File: config.mk
export PLATFORM = sky130hd
export DESIGN_NAME = shift64_assembler
export DESIGN_NICKNAME = d
export VERILOG_FILES = /design/src/rtl/shift64_assembler.sv
export SDC_FILE = /design/constraint.sdc
export NUM_CORES = 1
export LEC_CHECK = 0
export ABC_AREA = 1
export BUFFER_PORTS_ARGS = -buffer_cell sky130_fd_sc_hd__buf_2
export CAP_MARGIN = 20
export CORE_MARGIN = 5
export CORE_UTILIZATION = 40
export DETAILED_ROUTE_END_ITERATION = 6
export HOLD_SLACK_MARGIN = 0.08
export PLACE_DENSITY = 0.68
export SYNTH_ARGS = -nofsm -noshare
export SYNTH_HDL_FRONTEND = slang
export SYNTH_SLANG_ARGS = --single-unit
File: constraint.sdc
create_clock -name clk -period 7.6 [get_ports clk]
set_input_delay 0.76 -clock clk [delete_from_list [all_inputs] [get_ports clk]]
set_output_delay 0.76 -clock clk [all_outputs]
set_load 0.005 [all_outputs]
File: src/rtl/shift64_assembler.sv
// Purpose: packs 1-bit or 8-bit chunks, shifted in either direction, into 64-bit words on a valid/ready port.
// Latency: out_valid rises the cycle after the chunk that completes the word is accepted.
// Backpressure: in_ready drops while a finished word waits (out_valid && !out_ready); chunks stall upstream.
module shift64_assembler (
    input  logic        clk,
    input  logic        reset,
    input  logic        flush,
    input  logic        in_valid,
    output logic        in_ready,
    input  logic        in_wide,
    input  logic        in_dir,
    input  logic [7:0]  in_data,
    output logic        out_valid,
    input  logic        out_ready,
    output logic [63:0] out_data,
    output logic        err
);

    logic [63:0] sr;
    logic [6:0]  cnt;
    logic        dir_q;

    logic        accept;
    logic        eff_dir;
    logic        overflow;
    logic        complete;
    logic [6:0]  step_sz;
    logic [6:0]  cnt_sum;
    logic [63:0] sr_next;

    // A pending word blocks new chunks only while the consumer is not taking it.
    assign in_ready = !(out_valid && !out_ready);
    assign accept   = in_valid && in_ready && !flush;

    // The first chunk of a word chooses the direction; later chunks follow the latched one.
    assign eff_dir  = (cnt == 7'd0) ? in_dir : dir_q;
    assign step_sz  = in_wide ? 7'd8 : 7'd1;
    assign cnt_sum  = cnt + step_sz;

    // A byte that does not fit in the remaining space is swallowed and flagged.
    assign overflow = in_wide && (cnt > 7'd56);
    assign complete = !overflow && (cnt_sum == 7'd64);

    // Next assembly value for the chunk on the input, in the effective direction.
    always_comb begin
        sr_next = sr;
        case ({eff_dir, in_wide})
            2'b00:   sr_next = {sr[62:0], in_data[0]};
            2'b01:   sr_next = {sr[55:0], in_data[7:0]};
            2'b10:   sr_next = {in_data[0], sr[63:1]};
            default: sr_next = {in_data[7:0], sr[63:8]};
        endcase
    end

    // Assembly state, sticky error and the registered output word.
    always_ff @(posedge clk) begin
        if (reset) begin
            sr        <= '0;
            cnt       <= '0;
            dir_q     <= 1'b0;
            out_valid <= 1'b0;
            out_data  <= '0;
            err       <= 1'b0;
        end else begin
            // Consumer took the word; a completion below may re-raise it in the same edge.
            if (out_valid && out_ready) begin
                out_valid <= 1'b0;
            end

            if (flush) begin
                sr  <= '0;
                cnt <= '0;
                err <= 1'b0;
            end else if (accept) begin
                if (cnt == 7'd0) begin
                    dir_q <= in_dir;
                end
                if (overflow) begin
                    err <= 1'b1;
                end else if (complete) begin
                    out_data  <= sr_next;
                    out_valid <= 1'b1;
                    sr        <= '0;
                    cnt       <= '0;
                end else begin
                    sr  <= sr_next;
                    cnt <= cnt_sum;
                end
            end
        end
    end

endmodule

After elaboration in Yosys (flattened, before gate mapping)
Index checks and enable logic that the tools add are counted.
{"block": "word_totals", "reg_bits": 138, "elab_cells": 40}
{"block": "op_classes", "add_sub_neg": 1, "n_lt_le_gt_ge": 1, "eq_ne": 3, "mux": 10, "n_bitwise": 2, "n_reduce_logical": 17}
{"op": "64-bit one-hot mux with 3 select lines", "count": 1}
{"op": "64-bit 2-to-1 mux", "count": 1}
{"op": "7-bit by 4-bit adder with 7-bit output", "count": 1}
{"op": "7-bit == test (second input constant)", "count": 1}
{"op": "7-bit by 6-bit greater-than comparator with 1-bit output (second input constant)", "count": 1}
{"op": "7-bit zero test", "count": 1}
{"op": "7-bit 2-to-1 mux", "count": 1}
{"op": "1-bit logical AND", "count": 6}
{"op": "1-bit 2-to-1 mux", "count": 6}
{"op": "2-bit AND reduction", "count": 3}
{"op": "1-bit zero test", "count": 4}
{"op": "4-bit 2-to-1 mux", "count": 1}
{"op": "4-bit AND reduction", "count": 1}
{"op": "2-bit by 1-bit == test with 1-bit output (second input constant)", "count": 1}
{"op": "2-bit == test (second input constant)", "count": 1}
{"op": "2-bit zero test", "count": 1}
{"op": "1-bit inverter", "count": 2}
{"op": "2-bit OR reduction", "count": 1}

Longest topological paths before layout
Gate-level depths: netlist of run 1.
{"block": "depth", "depth_word": 8, "depth_mapped": 17, "ltp_nobuf": 13}

Worst setup path after synthesis of run 1
Ideal clock, no wire load.
{"block": "synth_path", "path_type": "in2reg", "from": "input port in_wide", "to": "register out_data[10]", "setup_time_ps": 116, "arrival_time_ps": 2861, "t_required_ps": 7484, "path_slack_ps": 4623, "path_stages": 15, "path_buffers": 4, "path_cell_list": "clkbuf_1 -> inv_2 -> buf_1 -> ha_1 -> ha_1 -> nor2_1 -> nand2_1 -> nor2_1 -> nand3_2 -> nor2_1 -> nand2_1 -> buf_2 -> buf_2 -> a21oi_1 -> nor2_1"}
{"block": "synth_via", "elab_chain_len": 5, "elab_cells_between_ends": 12, "classes_between": "add/sub: 1; eq/ne: 3; mux: 2; bitwise: 1; reduce/logical: 5"}
{"element": "start: declaration", "line": "10", "rtl": "input logic in_wide,"}
{"element": "4-bit 2-to-1 mux", "line": "37", "rtl": "assign step_sz = in_wide ? 7'd8 : 7'd1;"}
{"element": "7-bit by 4-bit adder with 7-bit output", "line": "38", "rtl": "assign cnt_sum = cnt + step_sz;"}
{"element": "7-bit == test", "line": "42", "rtl": "assign complete = !overflow && (cnt_sum == 7'd64);"}
{"element": "1-bit logical AND", "line": "42"}
{"element": "4-bit AND reduction (no source line)"}
{"element": "end signal: assignment", "line": "81", "rtl": "out_data <= sr_next;"}
{"element": "end: declaration", "line": "15", "rtl": "output logic [63:0] out_data,"}
Parallel ways exist; a longest one is shown, timed or not.
A chain may end at the register's enable or synchronous reset.

Worst setup path after layout of run 1
{"block": "layout_path", "from": "input port in_wide", "to": "register out_data[27]"}
Same word-level chain as after synthesis.

==> results of run 1 <==
where the power goes:
part | total, mW | switching, mW | internal [mW]
combinational | 0.176 | 0.133 | 0.0430
clock | 0.877 | 0.342 | 0.535
sequential | 0.734 | 0.00599 | 0.728
total | 1.79 | 0.480 | 1.31
cells in the final DEF (no fill, tap or decap), drive strengths merged:
| cell | count |
|---|---|
| nand2 | 177 |
| clkinvlp | 5 |
| nand4 | 58 |
| bufinv | 3 |
| o21ai | 79 |
| or2 | 37 |
| clkinv | 4 |
| nand3 | 250 |
| clkbuf | 19 |
| dfxtp | 138 |
| nor2 | 85 |
| buf | 92 |
| inv | 44 |
| xnor2 | 1 |
| nand3b | 1 |
| nor3 | 1 |
| a211oi | 1 |
| ha | 3 |
| a21oi | 117 |
layer usage:
layer | vias to the layer above | share of wire [%] | global-route usage, %
met4 | 0 | 1.9 | 7.46
met3 | 41 | 8.3 | 5.05
met5 | - | 0 | 0
li1 | 3763 | - | -
met1 | 3643 | 45 | 30.5
met2 | 354 | 45 | 33.3
per-stage QoR:
stage	std cells	worst slack [ps]	power [mW]	hold WS [ps]	cell area, µm²
2_1_floorplan	1085	4620	0.879	454	7300
3_3_place_gp	1312	2960	0.920	451	7640
3_5_place_dp	1312	2830	0.920	455	7640
4_1_cts	1344	3280	1.79	465	8260
5_1_grt	1344	2780	1.84	485	8260
6_report	1344	3110	1.79	464	8260
cell usage after synthesis, drive strengths merged, types with 3 or more instances:
| master | n | area [µm²] |
|---|---|---|
| buf | 43 | 264 |
| or2 | 37 | 231 |
| a21oi | 117 | 586 |
| inv | 42 | 158 |
| nor2 | 85 | 322 |
| nand3 | 250 | 1270 |
| ha | 3 | 37.5 |
| o21ai | 79 | 403 |
| nand4 | 58 | 363 |
| clkbuf | 51 | 194 |
| dfxtp | 138 | 2760 |
| nand2 | 177 | 667 |
final cells by class:
cell class	count	area (µm²)
Inverter	43	161
Clock inverter	13	168
Fill cell	1882	9710
Multi-Input combinational cell	810	3940
Clock buffer	19	453
Sequential cell	138	2760
Timing Repair Buffer	92	488
Tap cell	229	287
registers in the layout, indices dropped and copies added (netlist names):
register   flops
err            1
cnt            7
sr            64
out_valid      1
dir_q          1
out_data      64
worst register-to-register path: stages, from the launching register on:
cell     delay (ps)
dfxtp_1         370
inv_2           100
nand2_1          50
nor2_1          200
nand3_2         790
nand2_1         840
buf_4           510
o21ai_0         180
nand3_1         220
nand3_1         110
a21oi_1         160
worst max-delay path by stage:
| stage | start | slack (ps) | cells past startpoint | end |
|---|---|---|---|---|
| 6_report | in_wide | 3110 | 15 | out_data[27] |
| 5_1_grt | in_wide | 2780 | 15 | out_data[28] |
| 4_1_cts | in_wide | 3280 | 15 | out_data[27] |
| 3_5_place_dp | in_wide | 2830 | 15 | out_data[11] |
| 3_3_place_gp | in_wide | 2960 | 15 | out_data[28] |
| 2_1_floorplan | in_wide | 4620 | 15 | out_data[10] |
cells by family after synthesis:
| family | after synthesis | synth area share (%) |
|---|---|---|
| AO/OA/AOI/OAI | 197 | 13.6 |
| XOR/XNOR | 1 | 0.120 |
| adder cells (fa/ha/maj) | 3 | 0.514 |
| buffers and inverters | 137 | 8.49 |
| flip-flops | 138 | 37.9 |
| AND/OR/NAND/NOR | 609 | 39.4 |
==> metrics.cfg, run 1 <==
[run_status]
status=complete, but fails checks
violations=design-rule violations

[route]
drtAntennaViolNets=0
drt_iter0_markers=1194
via_count=7801
wirelength_um=23700
wl_per_cell_um=17.6
drc=5
drt_first_pass_iters=7
vias_per_cell=5.80

[placement]
place_congestion=0.868
portBuffers=81
dp_hpwl_um=14200

[critical_path]
cp_cell_sequence=buf_2 > buf_4 > inv_2 > buf_4 > ha_1 > ha_1 > nor2_1 > nand2_1 > nor2_1 > nand3_2 > nor2_1 > nand2_2 > buf_4 > a21oi_1 > nor2_1
max_stage_delay_ps=750
r2r_start=cnt[4]
critPathMaxFanout=108
rrSetupSlack_ps=3970
path_delay_family=buffers and inverters
cp-start-kind=primary input
rr_worst_depth=10
crit_top_cell=nor2_1
slowest_stage=buf_4
r2r-end=sr[63]
critical_path.endpoint_type=register
crit_buf_inv=5
worstSetupPathType=in -> reg
cp_data_required_time_ps=7920
critPathArrivalTime_ps=4820

[synth]
synth_area_um2=7300
avgSynthCellArea_um2=6.73
yosys_register_bits=138
yosys_warnings=0
ys_seq_area_share_pct=37.9
synth_cells=1085
ys.flop_type=dfxtp_1
synth_cell_types=28
async_reset_ff_share_pct=0
synth_edf_count=0
syn-num-nets=1103

[die]
io_pins=82
initial_core_util_pct=40.6
die_w_um=145
num_rows=49
die_y_um=145
core_um2=18000
die_area_um2=21000

[global_route]
gr-usage-all-layers_pct=21.9
antenna_found_initial=0
first_global_vias=7333
grt_max_degree=109
grt_pass1_wl_um=38700
overflow=0

[cts]
ctsResizeCount=0
hold_buffers=0
clockBufferDepth=2
cts_buffers=17
cts.sinks=138
clk_pin_slew_worst_paths_ps=60
clk_latency_ps=440
cts_tree=yes
h-tree-depth=4
cts_root_buf=clkbuf_16
postCtsSetupBuffers=0

[job]
max_cap_violations=0

[cells_and_area]
final_core_util_pct=46.0
syn_to_final_growth_pct=13.2
drive_gt1_share_pct=14.2
antenna_cells=0
final_nets=1120

[hold_path]
hold-path-cell-count=2
hold_class=reg -> reg
min_from=out_data[61]
holdPathEnd=out_data[61]

[sta]
finalHoldViolations=0
final-max-slew-violation-count=0
tns_ps=0
max_slew_margin_pct=24.1
rsz0062_at_grt=no
finClkSkew_ps=9.40
fmaxAchievable_mhz=223
period_needed_ps=4490
worst_pin_slew_ps=1140
setup_viol=0
period_share_pct=59.1

[power_and_ir_drop]
peakVddDrop_mv=0.159
powerDensity_nw_per_um2=216
leakagePower_nw=3.33

Power figures use the tool's default switching activity.
==> run 2: changes to the inputs <==
==> constraint.sdc (replaced) <==
create_clock -name clk -period 4.23 [get_ports clk]
set_input_delay 0.423 -clock clk [delete_from_list [all_inputs] [get_ports clk]]
set_output_delay 0.423 -clock clk [all_outputs]
set_load 0.005 [all_outputs]
==> run 2 against run 1 <==
Against the previous run: the flow now finishes without violations; sequential cell count unchanged; non-clock buffer count increased by 4; worst setup slack got worse by 1800 ps.
==> metrics.cfg, run 2 (synthesis results as in run 1) <==
[sta]
finalHoldViolations=0
period_share_pct=69.6
layout_setup_ws_ps=1290
tns_ps=0
setup_viol=0
final-max-slew-violation-count=0
finClkSkew_ps=8.66
worst_pin_slew_ps=1040
period_needed_ps=2940
max_slew_margin_pct=30.5
fmaxAchievable_mhz=340
rsz0062_at_grt=no

[global_route]
antenna_found_initial=0
grt_pass1_wl_um=38300
overflow=0
gr-usage-all-layers_pct=21.7
first_global_vias=7140
grt_max_degree=107

[cts]
clk_latency_ps=420
cts_buffers=17
cts.sinks=138
clk_pin_slew_worst_paths_ps=60
cts_root_buf=clkbuf_16
ctsResizeCount=0
clockBufferDepth=2
cts_tree=yes
h-tree-depth=4
hold_buffers=0
postCtsSetupBuffers=0

[critical_path]
rr_worst_depth=11
cp-start-kind=register
cp_data_required_time_ps=4550
worstSetupPathType=reg -> reg
crit_top_cell=nor2_1
slowest_stage=nand3_2
crit_start=cnt[4]
critPathArrivalTime_ps=3260
critical_path.endpoint_type=register
critPathMaxFanout=38
rrSetupSlack_ps=1290
r2r_start=cnt[4]
r2r-end=out_data[0]
cp_cell_sequence=inv_2 > nand2_1 > nor2_1 > nand3_2 > nand3_1 > buf_4 > clkinv_1 > nand2_1 > nand3_1 > nor2_1 > nor2_1
max_stage_delay_ps=540

[power_and_ir_drop]
power_mw=3.36
leakagePower_nw=3.39
peakVddDrop_mv=0.293
powerDensity_nw_per_um2=401

[cells_and_area]
antenna_cells=0
final_common_cell=nand3_1
multi_input_area_um2=3930
fillers=1794
mostFrequentLayoutCells=nand3_1, nand2_1, dfxtp_1, a21oi_1, nor2_1
top_regs=out_data (64), sr (64), cnt (7)
final-seq-area_um2=2760
postLayoutCellArea_um2=8380
syn_to_final_growth_pct=14.9
final_nets=1124
drive_gt1_share_pct=14.4

[die]
num_rows=49
io_pins=82
initial_core_util_pct=40.6
die_area_um2=21000
die_w_um=145
die_y_um=145
core_um2=18000

[route]
wl_per_cell_um=17.5
drt_iter0_markers=1277
drc=0
via_count=7835
drt_first_pass_iters=5
drtAntennaViolNets=0
wirelength_um=23600
vias_per_cell=5.82

[placement]
post-place-ws_ps=1040
place_congestion=0.869
dp_hpwl_um=14100
placed_area_um2=7700
portBuffers=81

[hold_path]
min_from=out_ready
holdPathEnd=out_valid
hold-path-cell-count=4
hold_class=in -> reg

[job]
max_cap_violations=0

[run_status]
status=complete, no violations

[run 2: final cells by class]
class	count	area share [%]
multi-input cells	810	46.9
flip-flops and latches	138	33.0
repair buffers	96	6.63
clock buffers	20	5.57
well taps	229	3.42
clock inverters	11	2.58
inverters	43	1.93
[run 2: worst max-delay path by stage]
stage                         to  slack [ps]  cells after the start
finish               out_data[0]        1290                     11
global placement    out_data[39]        1070                     13
global route         out_data[0]        1040                     11
floorplan           out_data[18]        1590                     15
CTS                  out_data[0]        1340                     11
detailed placement        sr[39]        1040                      7
[run 2: power by group]
group	leakage, nW	total [mW]	switching [mW]	internal, mW
registers	1.11	1.32	0.0107	1.31
clock network	0.324	1.72	0.575	1.15
logic	1.96	0.316	0.235	0.0813
[run 2: critical path: cells and delay by family, from the launching register on]
kind                   cells  cell delay [ps]
flip-flops                 1              370
AND/OR/NAND/NOR            8             1530
buffers and inverters      3              930
[run 2: per-stage QoR]
step / instances / hold WS (ps) / util (%)
finish: 1347 / 295 / 46.7
global route: 1347 / 298 / 46.7
CTS: 1347 / 274 / 46.7
detailed placement: 1316 / 455 / 42.9
global placement: 1316 / 451 / 42.9
floorplan: 1085 / 454 / -
[run 2: layer usage]
metal	track usage [%]	vias up	share of wire, %
met5	0	-	0
met1	30.4	3637	45
li1	-	3772	-
met4	6.90	0	2.1
met3	5.33	38	8.3
met2	33.0	388	45
